$ cat src/rtl/pcs_gray_pkg.sv
// Shared Gray-pointer definitions for the PCS elastic buffer: code constants,
// encode/decode helpers and the illegal-code predicate.
package pcs_gray_pkg;

  localparam int PTR_W  = 4;
  localparam int CODE_W = 5;

  localparam logic [CODE_W-1:0] G0  = 5'b00000;
  localparam logic [CODE_W-1:0] G1  = 5'b00001;
  localparam logic [CODE_W-1:0] G2  = 5'b00011;
  localparam logic [CODE_W-1:0] G3  = 5'b00010;
  localparam logic [CODE_W-1:0] G4  = 5'b00110;
  localparam logic [CODE_W-1:0] G5  = 5'b00111;
  localparam logic [CODE_W-1:0] G6  = 5'b00101;
  localparam logic [CODE_W-1:0] G7  = 5'b00100;
  localparam logic [CODE_W-1:0] G8  = 5'b01100;
  localparam logic [CODE_W-1:0] G9  = 5'b01101;
  localparam logic [CODE_W-1:0] G10 = 5'b01111;
  localparam logic [CODE_W-1:0] G11 = 5'b01110;
  localparam logic [CODE_W-1:0] G12 = 5'b01010;
  localparam logic [CODE_W-1:0] G13 = 5'b01011;
  localparam logic [CODE_W-1:0] G14 = 5'b01001;
  localparam logic [CODE_W-1:0] G15 = 5'b01000;

  function automatic logic [PTR_W-1:0] gray2bin(input logic [CODE_W-1:0] g);
    logic [PTR_W-1:0] b;
    b[PTR_W-1] = g[PTR_W-1];
    for (int i = PTR_W - 2; i >= 0; i--) begin
      b[i] = b[i+1] ^ g[i];
    end
    return b;
  endfunction

  // Bit4 of the code is never set by a healthy writer.
  function automatic logic [CODE_W-1:0] bin2gray(input logic [PTR_W-1:0] b);
    return {1'b0, b ^ (b >> 1)};
  endfunction

  function automatic logic is_illegal_code(input logic [CODE_W-1:0] g);
    return g[CODE_W-1];
  endfunction

endpackage

$ cat src/rtl/gray_ptr_sync.sv
// Plain flop chain bringing the writer's Gray pointer into the local clock.
module gray_ptr_sync
  import pcs_gray_pkg::*;
#(
  parameter int SYNC_STAGES = 2
) (
  input  logic              clk,
  input  logic              reset,
  input  logic [CODE_W-1:0] d_async,
  output logic [CODE_W-1:0] q
);

  logic [CODE_W-1:0] stage_q [SYNC_STAGES];
  logic [CODE_W-1:0] stage_d [SYNC_STAGES];

  always_comb begin
    stage_d[0] = d_async;
    for (int i = 1; i < SYNC_STAGES; i++) begin
      stage_d[i] = stage_q[i-1];
    end
  end

  always_ff @(posedge clk) begin
    for (int i = 0; i < SYNC_STAGES; i++) begin
      if (reset) stage_q[i] <= '0;
      else       stage_q[i] <= stage_d[i];
    end
  end

  assign q = stage_q[SYNC_STAGES-1];

endmodule

$ cat src/rtl/graycounter_16_reader.sv
// Read-side endpoint of the 16-state Gray pointer: synchronizes and decodes the
// write pointer, owns the read pointer, and flags occupancy and protocol errors.
module graycounter_16_reader
  import pcs_gray_pkg::*;
#(
  parameter int SYNC_STAGES = 2
) (
  input  logic              clk,
  input  logic              reset,
  input  logic [CODE_W-1:0] wr_gray_async,
  input  logic              rd_en,
  input  logic              clear_err,
  output logic [PTR_W-1:0]  wr_bin,
  output logic [PTR_W-1:0]  rd_bin,
  output logic [CODE_W-1:0] rd_gray,
  output logic [PTR_W-1:0]  level,
  output logic              empty,
  output logic              ovf,
  output logic              illegal,
  output logic              err_sticky
);

  localparam int                MASK_W    = $clog2(SYNC_STAGES + 2);
  localparam logic [MASK_W-1:0] MASK_INIT = MASK_W'(SYNC_STAGES + 1);

  logic [CODE_W-1:0] gs;
  logic [PTR_W-1:0]  wr_bin_q, wr_bin_d, rd_bin_q, rd_bin_d;
  logic [CODE_W-1:0] rd_gray_q, rd_gray_d;
  logic [MASK_W-1:0] mask_cnt_q, mask_cnt_d;
  logic              ovf_q, ovf_d, illegal_q, illegal_d, err_q, err_d;
  logic              masked, code_bad, rd_fire;
  logic [PTR_W-1:0]  dec, adv, level_w;
  logic [PTR_W:0]    lvl_sum;

  gray_ptr_sync #(.SYNC_STAGES(SYNC_STAGES)) u_sync (
    .clk     (clk),
    .reset   (reset),
    .d_async (wr_gray_async),
    .q       (gs)
  );

  assign level_w = wr_bin_q - rd_bin_q;

  // rd_en is a request, not a handshake: it is consumed only when not empty
  // and is silently dropped otherwise.
  always_comb begin
    masked     = (mask_cnt_q != '0);
    code_bad   = is_illegal_code(gs);
    dec        = gray2bin(gs);
    adv        = dec - wr_bin_q;
    lvl_sum    = {1'b0, level_w} + {1'b0, adv};
    wr_bin_d   = wr_bin_q;
    mask_cnt_d = mask_cnt_q;
    ovf_d      = 1'b0;
    illegal_d  = 1'b0;
    if (masked) begin
      wr_bin_d   = code_bad ? '0 : dec;
      mask_cnt_d = mask_cnt_q - 1'b1;
    end else if (code_bad) begin
      illegal_d  = 1'b1;
    end else begin
      wr_bin_d   = dec;
      ovf_d      = lvl_sum[PTR_W];
    end

    rd_fire   = rd_en && (level_w != '0);
    rd_bin_d  = rd_bin_q;
    rd_gray_d = rd_gray_q;
    if (rd_fire) begin
      rd_bin_d  = rd_bin_q + 1'b1;
      rd_gray_d = bin2gray(rd_bin_d);
    end

    // A new error on this edge outranks a clear request.
    err_d = err_q;
    if (ovf_d || illegal_d) err_d = 1'b1;
    else if (clear_err)     err_d = 1'b0;
  end

  always_ff @(posedge clk) begin
    if (reset) begin
      wr_bin_q   <= '0;
      rd_bin_q   <= '0;
      rd_gray_q  <= '0;
      mask_cnt_q <= MASK_INIT;
      ovf_q      <= 1'b0;
      illegal_q  <= 1'b0;
      err_q      <= 1'b0;
    end else begin
      wr_bin_q   <= wr_bin_d;
      rd_bin_q   <= rd_bin_d;
      rd_gray_q  <= rd_gray_d;
      mask_cnt_q <= mask_cnt_d;
      ovf_q      <= ovf_d;
      illegal_q  <= illegal_d;
      err_q      <= err_d;
    end
  end

  assign wr_bin     = wr_bin_q;
  assign rd_bin     = rd_bin_q;
  assign rd_gray    = rd_gray_q;
  assign level      = level_w;
  assign empty      = (level_w == '0);
  assign ovf        = ovf_q;
  assign illegal    = illegal_q;
  assign err_sticky = err_q;

endmodule

$ cat config.mk
export PLATFORM = sky130hd
export DESIGN_NAME = graycounter_16_reader
export DESIGN_NICKNAME = d
export VERILOG_FILES = /design/src/rtl/pcs_gray_pkg.sv /design/src/rtl/gray_ptr_sync.sv /design/src/rtl/graycounter_16_reader.sv
export SDC_FILE = /design/constraint.sdc
export NUM_CORES = 1
export LEC_CHECK = 0
export ABC_AREA = 0
export CORE_UTILIZATION = 35
export DETAILED_ROUTE_END_ITERATION = 12
export HOLD_SLACK_MARGIN = 0.05
export PLACE_DENSITY_LB_ADDON = 0.2
export SYNTH_ARGS = -nofsm -noshare
export SYNTH_HDL_FRONTEND = slang
export SYNTH_SLANG_ARGS = --single-unit
$ cat constraint.sdc
create_clock -name clk -period 3.88 [get_ports clk]
set_input_delay 0.582 -clock clk [delete_from_list [all_inputs] [get_ports clk]]
set_output_delay 0.582 -clock clk [all_outputs]
set_load 0.02 [all_outputs]
# --- Yosys cells after proc, flatten, opt, wreduce, memory -nomap -nowiden ---
# Memories as Yosys holds them, arrays and structs flattened.
# Index checks and enable logic that the tools add are counted.
op_classes:
  n_addsub: 5
  eq_ne: 1
  n_mux: 14
  bitwise_logic: 6
  n_reduce_logical: 6
ops:
  columns: ["operator", "count"]
  rows:
  - ["4-bit 2-to-1 mux", 3]
  - ["5-bit 2-to-1 mux", 2]
  - ["1-bit 2-to-1 mux", 9]
  - ["4-bit subtractor", 2]
  - ["4-bit by 4-bit adder with 5-bit output", 1]
  - ["4-bit by 1-bit adder with 4-bit output, second input constant", 1]
  - ["4-bit logical NOT", 1]
  - ["2-bit nonzero test", 2]
  - ["4-bit nonzero test", 1]
  - ["4-bit by 3-bit XOR with 4-bit output", 1]
  - ["1-bit XOR", 3]
  - ["2-bit by 1-bit != test with 1-bit output, second input constant", 1]
  - ["1-bit OR", 2]
  - ["2-bit by 1-bit subtractor with 2-bit output, second input constant", 1]
  - ["1-bit logical AND", 1]
  - ["1-bit logical OR", 1]
word_totals:
  regBits: 17
  mem_bits_rw: 10
  in_bits: 9
  elab_cells: 40
  mem_count: 1
mem_list:
  columns: ["memory", "depth", "word_bits", "rd", "rd_clocked_by_memory_dff", "write_ports", "line_no", "text"]
  rows:
  - ["u_sync.stage_q", 2, 5, 2, 0, 2, "gray_ptr_sync.sv:13", "logic [CODE_W-1:0] stage_q [SYNC_STAGES];"]

# --- Depth between registers and ports, before layout ---
# An unclocked memory read counts as a cell.
logic_depth:
  ltp_word: 10
  ltp_mapped: 10

# --- By module ---
# From an unflattened synthesis, not the netlist that was laid out.
hier_totals:
  cells_unflattened: 149
  area_unflattened_um2: 1385.1
by_module_without_submodules:
  columns: ["module", "instances", "cells_per_inst", "area_per_inst_um2"]
  rows:
  - ["graycounter_16_reader", 1, 129, 1122.3]
  - ["gray_ptr_sync", 1, 20, 262.8]

# --- Least setup slack after synthesis ---
# No wires, ideal clock.
synth_timing:
  kind: "register to output"
  from: "reg rd_bin_q[0], in the netlist rd_bin[0]"
  to: "out empty"
  arrival_time_ns: 2.180
  setup_slack_ns: 1.118
  path_stages_with_launch: 7
  n_path_buf: 1
  path_cell_list: "dfxtp_1 > ha_1 > inv_1 > fa_1 > or3_1 > clkbuf_2 > nor2_1"
synth_between:
  elab_chain_len: 2
synth_rtl:
  columns: ["item", "line_no", "text"]
  rows:
  - ["start, declared", "graycounter_16_reader.sv:27", "logic [PTR_W-1:0] wr_bin_q, wr_bin_d, rd_bin_q, rd_bin_d;"]
  - ["start signal, assigned", "graycounter_16_reader.sv:91", "rd_bin_q <= rd_bin_d;"]
  - ["4-bit subtractor", "graycounter_16_reader.sv:42", "assign level_w = wr_bin_q - rd_bin_q;"]
  - ["via level[1]", "graycounter_16_reader.sv:16", "output logic [PTR_W-1:0] level,"]
  - ["4-bit logical NOT", "graycounter_16_reader.sv:104", "assign empty = (level_w == '0);"]
  - ["end, declared", "graycounter_16_reader.sv:17", "output logic empty,"]
# The timed path passes the listed nets, and every way through them passes these cells.

# --- Worst setup path after layout ---
layout_timing:
  from: "reg rd_bin_q[0], in the netlist rd_bin[0]"
  to: "out empty"
layout_between:
  elab_chain_len: 2
layout_rtl:
  columns: ["item", "line_no"]
  rows:
  - ["4-bit subtractor", "graycounter_16_reader.sv:42"]
  - ["4-bit logical NOT", "graycounter_16_reader.sv:104"]
# Every way passes these cells.

==> results.toml <==
[routing]
drt-initial-drc-count = 61
vias_per_cell = 4.74
drt-total-wl_um = 2510
wl_per_cell_um = 11.3
drc_errors = 0
drt_pass1_iterations = 4
final_antenna_net_count = 0
num_vias = 1053

[synth]
yosys-top-cells-area = "dfxtp_1 (37%), ha_1 (9.9%), nor2b_1 (6.7%)"
synth_area_um2 = 1390
synth_top_area_cell = "dfxtp_1"
synth-seq-cells = 26
ys.flop_type = "dfxtp_1"
yosysSeqAreaShare = 0.374
syn_inst = 150
synth_top_cell_area_share = 0.374
yosysUniqueCellTypes = 38
synth_edf_count = 0
syn_nets = 172
synthArstFlopShare = 0
ys_warn_count = 0
synth.avg_cell_area_um2 = 9.28

[clocking]
cts_made_buffers = 3
cts.sinks = 26
cts_resized = 0
worstSkewPairLatency_ns = 0.27
cts_setup_buffers = 0
ctsRootBufferMaster = "clkbuf_8"
tritoncts = "built"
hold_buffers = 0
clock_path_buffers = 2
cts_max_level = 1
clk_pin_slew_ns = 0.09

[power_and_ir_drop]
clkPwrFrac = 0.220
total_power_mw = 1.02
p_leak_nw = 0.747
p_comb_frac = 0.461
power_switching_mw = 0.358
switching_share = 0.350
seqPwrFrac = 0.319
p_int_mw = 0.665
ir_drop_v = 0.000269
powerDensity_nw_per_um2 = 580

[final_layout]
fin_area_um2 = 1770
syn_to_final_growth_pct = 26.8
antenna_cells_inserted = 0
post-route-util = 0.472
drive_above_1_share = 0.0632
finalNonFillerCells = 222
fin_nets = 197

[timing]
hold_slack_ns = 0.443
rsz0062_at_grt = "false"
setup_viol = 0
max_slew_margin = 0.319
setup_slack_ns = 0.542
finalCritPeriodShare = 0.860
drv_slew = 0
fmax_mhz = 300
fin_setup_tns_ns = 0
hold_violations = 0
period_needed_ns = 3.34
tightest_slew_ns = 1.02
finClkSkew_ns = 0.00197

[worst_setup_path]
max_stage_delay_ns = 0.61
cp-end-kind = "output port"
cp.arrival_ns = 2.76
crit_path_start_kind = "register"
cp_cell_sequence = "ha_1 -> inv_1 -> fa_1 -> xor2_1 -> or3_1 -> nor2_1 -> clkdlybuf4s50_1"
crit_family = "buffers and inverters"
cp_num_buf_inv = 2
crit_required_ns = 3.30
r2r_slack_ns = 0.96
crit_fanout = 8
crit_type = "reg2out"
crit_slowest_cell = "clkdlybuf4s50_1"

[placement]
place.detailed.hpwl_um = 1920
dp_slack_ns = 0.846
dp_cells = 218
gp_congestion = 0.785
numPortBuffers = 28
post_dp_cell_area_um2 = 1690

[floorplan]
die_w_um = 65.1
core_area_um2 = 3740
num_io_pins = 30
initial_core_util = 0.372
rows = 22
die_y_um = 65.1
die-area_um2 = 4230

[outcome]
status = "finished clean"

[grt]
antenna_found_initial = 0
grt_overflow = 0
grt_max_degree = 32
first_global_vias = 1004
grt_pass1_wl_um = 4430
grt.total_usage = 0.137

[min_path]
worstHoldPathType = "reg2reg"

[run]
drv_cap = 0
[placed cells by master (no fill, tap or decap), types with 4 or more instances in the layout]
master / instances
a21oi_1: 7
clkdlybuf4s50_1: 28
dfxtp_1: 26
ha_1: 11
inv_1: 13
nand2_1: 5
nand2b_1: 4
nor2_1: 14
nor2b_1: 15
xnor2_1: 5
xor2_1: 7
[worst reg2reg max path: cells and delay by family, from the launching register on]
family / cells / cell delay (ns)
DFF: 1 / 0.43
buffers and inverters: 1 / 0.04
AOI/OAI and AO/OA: 3 / 0.54
xor gates and xnor gates: 2 / 0.66
adders and majority gates: 3 / 0.96
and+or+nand+nor: 1 / 0.13
[kinds of logic (layout without fill, tap and decap cells)]
| logic type | Yosys count | count (layout) | synth area share |
|---|---|---|---|
| other cells | 1 | 1 | 0.00269 |
| buf+inv | 21 | 45 | 0.0629 |
| fa+ha+maj | 13 | 13 | 0.128 |
| mux | 7 | 7 | 0.0602 |
| simple gates | 51 | 51 | 0.195 |
| xor+xnor | 13 | 13 | 0.0916 |
| compound gates | 18 | 18 | 0.0862 |
| flops | 26 | 26 | 0.374 |
[synth_stat cells (2+ instances only)]
| library cell | n |
|---|---|
| xor2_1 | 7 |
| dfxtp_1 | 26 |
| nor2_1 | 14 |
| mux2i_1 | 2 |
| nand3_1 | 2 |
| a21oi_1 | 7 |
| mux2_2 | 2 |
| inv_1 | 13 |
| or2_2 | 2 |
| ha_1 | 11 |
| nand2b_1 | 4 |
| nand2_1 | 5 |
| mux2_4 | 2 |
| clkbuf_1 | 5 |
| fa_1 | 2 |
| buf_4 | 2 |
| xnor2_1 | 5 |
| a31oi_1 | 2 |
| o21a_1 | 2 |
| nor2b_1 | 15 |
| and3_1 | 3 |
[cell type report]
| class | count | area, µm² |
|---|---|---|
| Inverter | 13 | 48.8 |
| Clock buffer | 3 | 41.3 |
| Tap cell | 48 | 60.1 |
| Multi-Input combinational cell | 103 | 785 |
| Clock inverter | 1 | 30.0 |
| Fill cell | 375 | 1980 |
| Timing Repair Buffer | 28 | 280 |
| Sequential cell | 26 | 520 |
[flip-flops by register name, summed over array words and instances, names as in the netlist]
| register | count |
|---|---|
| ovf | 1 |
| rd_bin | 4 |
| u_sync.stage_q | 10 |
| illegal | 1 |
| rd_gray | 3 |
| mask_cnt_q | 2 |
| wr_bin | 4 |
| err_sticky | 1 |
[final timing paths]
path                             start              endpoint  cells after the start
setup / recovery             rd_bin[0]                 empty                      7
hold / removal    u_sync.stage_q[0][2]  u_sync.stage_q[1][2]                      1
setup reg to reg  u_sync.stage_q[1][3]            err_sticky                     10
hold reg to reg   u_sync.stage_q[0][2]  u_sync.stage_q[1][2]                      1
[per-layer routing]
layer,up-vias,global-route usage,wire length (µm)
met5,-,0,0
met4,0,0.0652,38
met3,4,0.0264,72
met2,18,0.219,1170
met1,490,0.175,1230
li1,541,-,-
[power groups by stage]
stage          Combinational [mW]  Sequential (mW)  Clock (mW)
3_5_place_dp                0.473            0.334           0
5_1_grt                     0.520            0.333       0.242
3_3_place_gp                0.466            0.332           0
2_1_floorplan               0.294            0.352           0
4_1_cts                     0.476            0.327       0.230
6_report                    0.472            0.327       0.225
Note: power is estimated with default switching activity, not from simulation.
